`config.mk`:
```
export PLATFORM = sky130hd
export DESIGN_NAME = list_sum_ctrl
export DESIGN_NICKNAME = d
export VERILOG_FILES = /design/src/rtl/list_sum_pkg.sv /design/src/rtl/list_sum_ctrl_rd_wait_cnt.sv /design/src/rtl/list_sum_ctrl.sv
export SDC_FILE = /design/constraint.sdc
export NUM_CORES = 1
export LEC_CHECK = 0
export ABC_AREA = 1
export CORE_UTILIZATION = 49
export DETAILED_ROUTE_END_ITERATION = 8
export PLACE_DENSITY_LB_ADDON = 0.15
export SLEW_MARGIN = 20
export SYNTH_ARGS = -nofsm -noshare
export SYNTH_HDL_FRONTEND = slang
export SYNTH_SLANG_ARGS = --single-unit
```
`constraint.sdc`:
```
create_clock -name clk -period 2.05 [get_ports clk]
set_input_delay 0.3075 -clock clk [delete_from_list [all_inputs] [get_ports clk]]
set_output_delay 0.3075 -clock clk [all_outputs]
set_load 0.02 [all_outputs]
```
`src/rtl/list_sum_pkg.sv`:
```
// Shared types for the linked-list sum controller: state encoding, datapath
// control bundle, selector polarities and the per-state control decode.
package list_sum_pkg;

    typedef enum logic [2:0] {
        ST_IDLE   = 3'd0,
        ST_INIT   = 3'd1,
        ST_RD_VAL = 3'd2,
        ST_ACC    = 3'd3,
        ST_RD_PTR = 3'd4,
        ST_LINK   = 3'd5,
        ST_DONE   = 3'd6,
        ST_ERR    = 3'd7
    } state_e;

    typedef struct packed {
        logic ld_sum;
        logic sum_sel;
        logic ld_next;
        logic next_sel;
        logic a_sel;
    } ctrl_t;

    localparam logic SUM_SEL_ADD  = 1'b1;
    localparam logic SUM_SEL_CLR  = 1'b0;
    localparam logic NEXT_SEL_RAM = 1'b1;
    localparam logic NEXT_SEL_CLR = 1'b0;
    localparam logic A_SEL_LINK   = 1'b1;
    localparam logic A_SEL_VAL    = 1'b0;

    localparam ctrl_t CTRL_NONE = ctrl_t'(5'b00000);

    // Moore decode: datapath controls depend on the state alone.
    function automatic ctrl_t decode_ctrl(input state_e s);
        ctrl_t c;
        c = CTRL_NONE;
        case (s)
            ST_INIT: begin
                c.ld_sum   = 1'b1;
                c.sum_sel  = SUM_SEL_CLR;
                c.ld_next  = 1'b1;
                c.next_sel = NEXT_SEL_CLR;
            end
            ST_RD_VAL: c.a_sel = A_SEL_VAL;
            ST_ACC: begin
                c.a_sel   = A_SEL_VAL;
                c.ld_sum  = 1'b1;
                c.sum_sel = SUM_SEL_ADD;
            end
            ST_RD_PTR: c.a_sel = A_SEL_LINK;
            ST_LINK: begin
                c.a_sel    = A_SEL_LINK;
                c.ld_next  = 1'b1;
                c.next_sel = NEXT_SEL_RAM;
            end
            default: c = CTRL_NONE;
        endcase
        return c;
    endfunction

endpackage

```
`src/rtl/list_sum_ctrl_rd_wait_cnt.sv`:
```
// Loadable down-counter that holds the RAM address for the read latency;
// expires when it reaches zero and then rests there.
module rd_wait_cnt #(
    parameter int W = 1
) (
    input  logic         clk,
    input  logic         rst,
    input  logic         i_load,
    input  logic [W-1:0] i_load_val,
    output logic         o_expired
);

    logic [W-1:0] r_cnt;

    // Count register: load on entry to a read state, else count down to zero.
    always_ff @(posedge clk or negedge rst) begin
        if (!rst) begin
            r_cnt <= {W{1'b0}};
        end else if (i_load) begin
            r_cnt <= i_load_val;
        end else if (r_cnt != {W{1'b0}}) begin
            r_cnt <= r_cnt - W'(1);
        end else begin
            r_cnt <= r_cnt;
        end
    end

    assign o_expired = (r_cnt == {W{1'b0}});

endmodule

```
`src/rtl/list_sum_ctrl.sv`:
```
// Moore controller sequencing the datapath through a linked-list sum with
// start/done handshake, abort, read-latency wait and runaway-list detection.
module list_sum_ctrl
    import list_sum_pkg::*;
#(
    parameter int RD_LAT    = 1,
    parameter int MAX_NODES = 255,
    parameter int CNT_W     = 8
) (
    input  logic             clk,
    input  logic             rst,
    input  logic             start,
    input  logic             abort,
    input  logic             next_zero,
    output logic             ld_sum,
    output logic             sum_sel,
    output logic             ld_next,
    output logic             next_sel,
    output logic             a_sel,
    output logic             busy,
    output logic             done,
    output logic             err,
    output logic [CNT_W-1:0] node_cnt
);

    localparam int WAIT_W = (RD_LAT > 1) ? $clog2(RD_LAT) : 1;

    state_e           r_state;
    state_e           w_state_seq;
    state_e           w_state_nxt;
    ctrl_t            r_ctrl;
    logic             r_busy;
    logic             r_done;
    logic             r_err;
    logic [CNT_W-1:0] r_node_cnt;
    logic             w_wait_load;
    logic             w_wait_exp;
    logic             w_accept;
    logic             w_count;
    logic             w_set_err;

    rd_wait_cnt #(
        .W (WAIT_W)
    ) u_rd_wait_cnt (
        .clk        (clk),
        .rst        (rst),
        .i_load     (w_wait_load),
        .i_load_val (WAIT_W'(RD_LAT - 1)),
        .o_expired  (w_wait_exp)
    );

    // Next-state logic; the wait counter is loaded on every entry to a read state.
    always_comb begin
        w_state_seq = r_state;
        w_wait_load = 1'b0;
        case (r_state)
            ST_IDLE: begin
                if (start) begin
                    w_state_seq = ST_INIT;
                end else begin
                    w_state_seq = ST_IDLE;
                end
            end
            ST_INIT: begin
                w_state_seq = ST_RD_VAL;
                w_wait_load = 1'b1;
            end
            ST_RD_VAL: begin
                if (w_wait_exp) begin
                    w_state_seq = ST_ACC;
                end else begin
                    w_state_seq = ST_RD_VAL;
                end
            end
            ST_ACC: begin
                w_state_seq = ST_RD_PTR;
                w_wait_load = 1'b1;
            end
            ST_RD_PTR: begin
                if (w_wait_exp) begin
                    w_state_seq = ST_LINK;
                end else begin
                    w_state_seq = ST_RD_PTR;
                end
            end
            ST_LINK: begin
                if (next_zero) begin
                    w_state_seq = ST_DONE;
                end else if (r_node_cnt == CNT_W'(MAX_NODES)) begin
                    w_state_seq = ST_ERR;
                end else begin
                    w_state_seq = ST_RD_VAL;
                    w_wait_load = 1'b1;
                end
            end
            ST_DONE: w_state_seq = ST_IDLE;
            ST_ERR:  w_state_seq = ST_IDLE;
            default: w_state_seq = ST_IDLE;
        endcase
    end

    // Abort overrides every transition except from IDLE, where it has no effect.
    assign w_state_nxt = (abort && (r_state != ST_IDLE)) ? ST_IDLE : w_state_seq;
    assign w_accept    = (r_state == ST_IDLE) && start;
    assign w_count     = (r_state == ST_ACC) && !abort;
    assign w_set_err   = (r_state == ST_ERR) && !abort;

    // State register; outputs are registered from the decode of the next state.
    always_ff @(posedge clk or negedge rst) begin
        if (!rst) begin
            r_state <= ST_IDLE;
            r_ctrl  <= CTRL_NONE;
            r_busy  <= 1'b0;
            r_done  <= 1'b0;
        end else begin
            r_state <= w_state_nxt;
            r_ctrl  <= decode_ctrl(w_state_nxt);
            r_busy  <= (w_state_nxt != ST_IDLE);
            r_done  <= (w_state_nxt == ST_DONE) || (w_state_nxt == ST_ERR);
        end
    end

    // Run statistics: node count and sticky error, both cleared on accept.
    always_ff @(posedge clk or negedge rst) begin
        if (!rst) begin
            r_node_cnt <= {CNT_W{1'b0}};
            r_err      <= 1'b0;
        end else if (w_accept) begin
            r_node_cnt <= {CNT_W{1'b0}};
            r_err      <= 1'b0;
        end else begin
            r_node_cnt <= w_count ? (r_node_cnt + CNT_W'(1)) : r_node_cnt;
            r_err      <= w_set_err ? 1'b1 : r_err;
        end
    end

    assign ld_sum   = r_ctrl.ld_sum;
    assign sum_sel  = r_ctrl.sum_sel;
    assign ld_next  = r_ctrl.ld_next;
    assign next_sel = r_ctrl.next_sel;
    assign a_sel    = r_ctrl.a_sel;
    assign busy     = r_busy;
    assign done     = r_done;
    assign err      = r_err;
    assign node_cnt = r_node_cnt;

endmodule
```
==> results of run 1 <==
[flip-flops by register name, summed over array words and instances (netlist names)]
name,cells
ld_next,1
busy,1
done,1
sum_sel,1
next_sel,1
err,1
r_state,3
a_sel,1
ld_sum,1
node_cnt,8
[synthesized netlist by cell type (2+ instances only)]
library cell  number
nor2_2             5
a21oi_1            3
nand3_1            2
nor2_1            13
inv_2              7
dfrtp_1           19
nand4_1            2
nand2_1           24
nand3_2            2
nand2_2            5
inv_1             10
[cell families after synthesis]
group	share of synthesized area, %
AOI/OAI and AO/OA	6.42
xor gates and xnor gates	1.87
DFF	50.9
and+or+nand+nor	32.1
buffers and inverters	7.36
adders and majority gates	1.34
[power breakdown]
group / internal [uW] / switching, uW / leakage (uW) / total, uW
clock: 75.8 / 115 / 0.0000150 / 190
combinational: 226 / 373 / 0.000337 / 599
sequential: 468 / 66.9 / 0.000255 / 535
[cell type report]
| cell class | instances | area [sq um] | area share, % |
|---|---|---|---|
| Sequential cell | 19 | 475 | 39.6 |
| Multi-Input combinational cell | 69 | 390 | 32.5 |
| Timing Repair Buffer | 21 | 208 | 17.3 |
| Inverter | 18 | 68.8 | 5.74 |
| Tap cell | 25 | 31.3 | 2.61 |
| Clock buffer | 4 | 26.3 | 2.19 |
[per-stage QoR]
| step | instances | setup WS [ps] | area (sq um) | hold slack (ps) |
|---|---|---|---|---|
| floorplan | 106 | 633 | 935 | 11.9 |
| global placement | 152 | 524 | 1170 | 487 |
| detailed placement | 152 | 488 | 1170 | 500 |
| CTS | 156 | 353 | 1200 | 338 |
| global route | 156 | 320 | 1200 | 359 |
| finish | 156 | 367 | 1200 | 331 |
[path summary, 6_finish.rpt]
check                         endpoint   startpoint  slack, ps  cells past startpoint
hold / removal                     err          rst        330                      2
setup / recovery           node_cnt[0]  node_cnt[0]        370                      1
max in group asynchronous  node_cnt[7]          rst       1510                      2
min in group clk                   err          err        520                      2
hold reg to reg                    err          err        520                      2
setup reg to reg              next_sel  node_cnt[0]        600                      9
[routing by layer]
layer | up-vias | track usage [%] | routed length [um]
met5 | - | 0 | 0
met2 | 18 | 34.6 | 853
met3 | 4 | 2.78 | 74
met1 | 341 | 21.8 | 769
li1 | 378 | - | -
met4 | 0 | 12.7 | 49
==> flow_metrics.env, run 1 <==
export IMPL_crit_family="buffers and inverters"
export IMPL_cts_resized=0
export IMPL_finalSetupTns_ps=0
export IMPL_routedWlPerCell_um=11.2
export IMPL_finalPower_uw=1320
export IMPL_synth_yosys_seq_area_share_pct=50.9
export IMPL_grt_pass1_wl_mm=2.79
export IMPL_path_class="flop to primary output"
export IMPL_worstPathArrival_ps=1380
export IMPL_drtIter0Drc=5
export IMPL_cts_tree="yes"
export IMPL_synth_top_area_share_pct=50.9
export IMPL_cts_sinks=19
export IMPL_cpPeakStageDelay_ps=630
export IMPL_irDropWorstVdd_v=0.000844
export IMPL_grt_antenna_before_repair=0
export IMPL_core_area_sq_mm=0.00176
export IMPL_cts_clk_slew_worst_paths_ps=110
export IMPL_dp_hpwl_mm=1.34
export IMPL_tightest_slew_ps=264
export IMPL_synthCells=106
export IMPL_dieArea_sq_mm=0.00209
export IMPL_syn_nets=112
export IMPL_drive_gt1_share_pct=22.9
export IMPL_antenna_left=0
export IMPL_viasPerCell=4.75
export IMPL_synth_distinct_cells=25
export IMPL_nNetsFinal=138
export IMPL_io_pins=21
export IMPL_async_reset_ff_share_pct=100
export IMPL_drc=0
export IMPL_die_height_um=45.7
export IMPL_path_max_fanout=5
export IMPL_rsz0062_at_grt="false"
export IMPL_syn_to_final_growth_pct=28.4
export IMPL_cts_buffers=3
export IMPL_finalWeightedCongestion=0.814
export IMPL_drv_slew=0
export IMPL_vias=741
export IMPL_port_buffers=20
export IMPL_fin_crit_sh_pct=82.1
export IMPL_layout_common_cells="nand2_1 (24), clkdlybuf4s50_1 (20), dfrtp_1 (19), nor2_1 (13), inv_1 (10)"
export IMPL_insertion_delay_ps=300
export IMPL_required_ps=1740
export IMPL_power_density_mw_per_mm2=1100
export IMPL_max_cap_violations=0
export IMPL_cts_root_buf="clkbuf_4"
export IMPL_antenna_cells=0
export IMPL_clockBufferDepth=2
export IMPL_synth_area_leaders="dfrtp_1 (51%), nand2_1 (9.6%), nor2_1 (5.2%)"
export IMPL_max_freq_ghz=0.594
export IMPL_fin_skew_ps=8.24
export IMPL_hold_viol=0
export IMPL_ys_warn_count=0
export IMPL_min_path_type="input port to async pin"
export IMPL_crit_slowest_cell="clkdlybuf4s50_1"
export IMPL_rows=15
export IMPL_wirelength_mm=1.75
export IMPL_slew_headroom_pct=82.3
export IMPL_synth_seq_cells=19
export IMPL_grt_max_degree=20
export IMPL_setup_viol_count_final=0
export IMPL_startpoint_type="flop"
export IMPL_first_pass_iters=3
export IMPL_synth_edf_count=0
export IMPL_post_cts_setup_buffers=0
export IMPL_die_w_um=45.7
export IMPL_yosysTopAreaCell="dfrtp_1"
export IMPL_grt_ovfl_total=0
export IMPL_min_period_ps=1680
export IMPL_synth_top_flop_cell="dfrtp_1"
export IMPL_cts_hold_repair_buffers=0
export IMPL_cts_htree_levels=1
export IMPL_path_cells="clkdlybuf4s50_1"
export IMPL_fin_util_pct=68.0
export IMPL_path_buf_inv=1
export IMPL_grt_pass1_vias=685
export IMPL_final_common_cell="nand2_1"
export IMPL_fill_cells=166
export IMPL_grtUsageTotal_pct=19.6
export IMPL_syn_area_sq_um=935
export IMPL_end_kind="primary output"
export IMPL_initial_core_util_pct=53.0
export IMPL_postSynthAreaPerCell_sq_um=8.82
export IMPL_leakage_uw=0.000608
export IMPL_status="finished, final reports clean"
Power figures use the tool's default switching activity.
==> run 2: changes to the inputs <==
--- a/config.mk
+++ b/config.mk
@@ -6,7 +6,7 @@
 export NUM_CORES = 1
 export LEC_CHECK = 0
 export ABC_AREA = 1
-export CORE_UTILIZATION = 49
+export CORE_UTILIZATION = 48
 export DETAILED_ROUTE_END_ITERATION = 8
 export PLACE_DENSITY_LB_ADDON = 0.15
 export SLEW_MARGIN = 20
==> constraint.sdc (replaced) <==
create_clock -name clk -period 1.6 [get_ports clk]
set_input_delay 0.24 -clock clk [delete_from_list [all_inputs] [get_ports clk]]
set_output_delay 0.24 -clock clk [all_outputs]
set_load 0.02 [all_outputs]
==> run 2 against run 1 <==
Net effect:
- hold slack got worse by 61 ps
- die area grew 2.0%
- utilization shrank 0.58 points
- critical endpoint is now node_cnt[4]
- non-clock buffer count did not move
- global-route usage fell by 1.2 points
- cell area rose by 0.21%
- largest power group unchanged
- critical path depth is the same
- register-to-register slack worse by 440 ps
- setup slack worse by 320 ps
- clock power increased by 26%
- power rose by 27%
==> flow_metrics.env, run 2 (synthesized netlist as in run 1, its figures left out) <==
export IMPL_status="finished, final reports clean"
export IMPL_crit_family="buffers and inverters"
export IMPL_irDropWorstVdd_v=0.000902
export IMPL_cts_hold_repair_buffers=0
export IMPL_grt_pass1_wl_mm=2.62
export IMPL_setup_viol_count_final=0
export IMPL_finalWeightedCongestion=0.840
export IMPL_dieArea_sq_mm=0.00213
export IMPL_cts_tree="yes"
export IMPL_min_path_type="input port to async pin"
export IMPL_power_density_mw_per_mm2=1390
export IMPL_initial_core_util_pct=52.4
export IMPL_layout_common_cells="nand2_1 (24), dfrtp_1 (19), clkdlybuf4s50_1 (15), nor2_1 (13), inv_1 (10)"
export IMPL_cts_buffers=3
export IMPL_first_pass_iters=4
export IMPL_fin_crit_sh_pct=96.8
export IMPL_slew_headroom_pct=83.2
export IMPL_fin_skew_ps=1.13
export IMPL_drc=0
export IMPL_clockBufferDepth=2
export IMPL_grt_ovfl_total=0
export IMPL_viasPerCell=4.77
export IMPL_place_ws_ps=128
export IMPL_drtIter0Drc=16
export IMPL_fin_util_pct=67.4
export IMPL_tightest_slew_ps=250
export IMPL_path_buf_inv=1
export IMPL_cpPeakStageDelay_ps=620
export IMPL_cts_root_buf="clkbuf_4"
export IMPL_leakage_uw=0.000661
export IMPL_crit_slowest_cell="clkdlybuf4s50_1"
export IMPL_required_ps=1360
export IMPL_syn_to_final_growth_pct=28.6
export IMPL_final_common_cell="nand2_1"
export IMPL_dp_hpwl_mm=1.26
export IMPL_grt_antenna_before_repair=0
export IMPL_grt_pass1_vias=678
export IMPL_port_buffers=20
export IMPL_largest_register_ffs=8
export IMPL_vias=744
export IMPL_finalSetupTns_ps=0
export IMPL_cts_htree_levels=1
export IMPL_antenna_cells=0
export IMPL_max_freq_ghz=0.645
export IMPL_rsz0062_at_grt="false"
export IMPL_dp_cells=152
export IMPL_antenna_left=0
export IMPL_cts_clk_slew_worst_paths_ps=100
export IMPL_fin_area_sq_mm=0.00120
export IMPL_rows=15
export IMPL_nNetsFinal=138
export IMPL_startpoint_type="flop"
export IMPL_drv_slew=0
export IMPL_worstPathArrival_ps=1310
export IMPL_r2r_slack_ps=160
export IMPL_die_w_um=46.1
export IMPL_insertion_delay_ps=290
export IMPL_worstReg2RegStart="node_cnt[0]"
export IMPL_hold_viol=0
export IMPL_grt_max_degree=20
export IMPL_path_cells="clkdlybuf4s50_1"
export IMPL_end_kind="primary output"
export IMPL_placed_area_sq_mm=0.00117
export IMPL_core_area_sq_mm=0.00178
export IMPL_max_cap_violations=0
export IMPL_cts_sinks=19
export IMPL_path_max_fanout=4
export IMPL_r2r_end="a_sel"
export IMPL_fin_cells=156
export IMPL_r2r_cells=11
export IMPL_die_height_um=46.1
export IMPL_io_pins=21
export IMPL_wirelength_mm=1.63
export IMPL_drive_gt1_share_pct=23.7
export IMPL_path_class="flop to primary output"
export IMPL_routedWlPerCell_um=10.4
export IMPL_grtUsageTotal_pct=18.4
export IMPL_min_period_ps=1550
export IMPL_setup_ws_ps=50.6
-- run 2: layout make-up --
class | instances | area, sq um
fill | 159 | 581
sequential | 19 | 475
multi-input combinational | 69 | 390
timing repair buffer | 21 | 209
inverter | 18 | 68.8
tap | 25 | 31.3
clock buffer | 3 | 22.5
clock inverter | 1 | 5.00
-- run 2: timing repair --
item	4_1_cts	5_1_grt
buffers inserted	0	0
gates cloned	0	0
endpoints found under the setup margin	3	2
gates resized for setup	3	2
-- run 2: routing by layer --
layer  global-route usage, %  vias to the layer above  routed length [um]
li1                        -                      378                   -
met1                    20.0                      342                 664
met2                    31.5                       18                 831
met3                    2.75                        6                  76
met4                    14.7                        0                  56
met5                       0                        -                   0
-- run 2: stage by stage --
step / hold WS [ps] / power (uW)
after floorplan: -55.6 / 1190
after detailed placement: 505 / 1460
after global routing: 283 / 1790
final: 269 / 1680
after CTS: 269 / 1700
after global placement: 494 / 1450
-- run 2: where the power goes --
group	internal (uW)	switching [uW]	leakage, uW
combinational	278	475	0.000388
clock	93.1	145	0.0000177
sequential	599	84.8	0.000255
-- run 2: how the worst max path moves through the flow --
stage / startpoint / to / slack (ps) / cells after the start
detailed placement: abort / node_cnt[6] / 130 / 7
CTS: node_cnt[5] / node_cnt[5] / 6 / 1
global route: node_cnt[4] / node_cnt[4] / 7 / 1
finish: node_cnt[4] / node_cnt[4] / 50 / 1
floorplan: node_cnt[0] / sum_sel / 180 / 9
global placement: abort / node_cnt[6] / 150 / 7
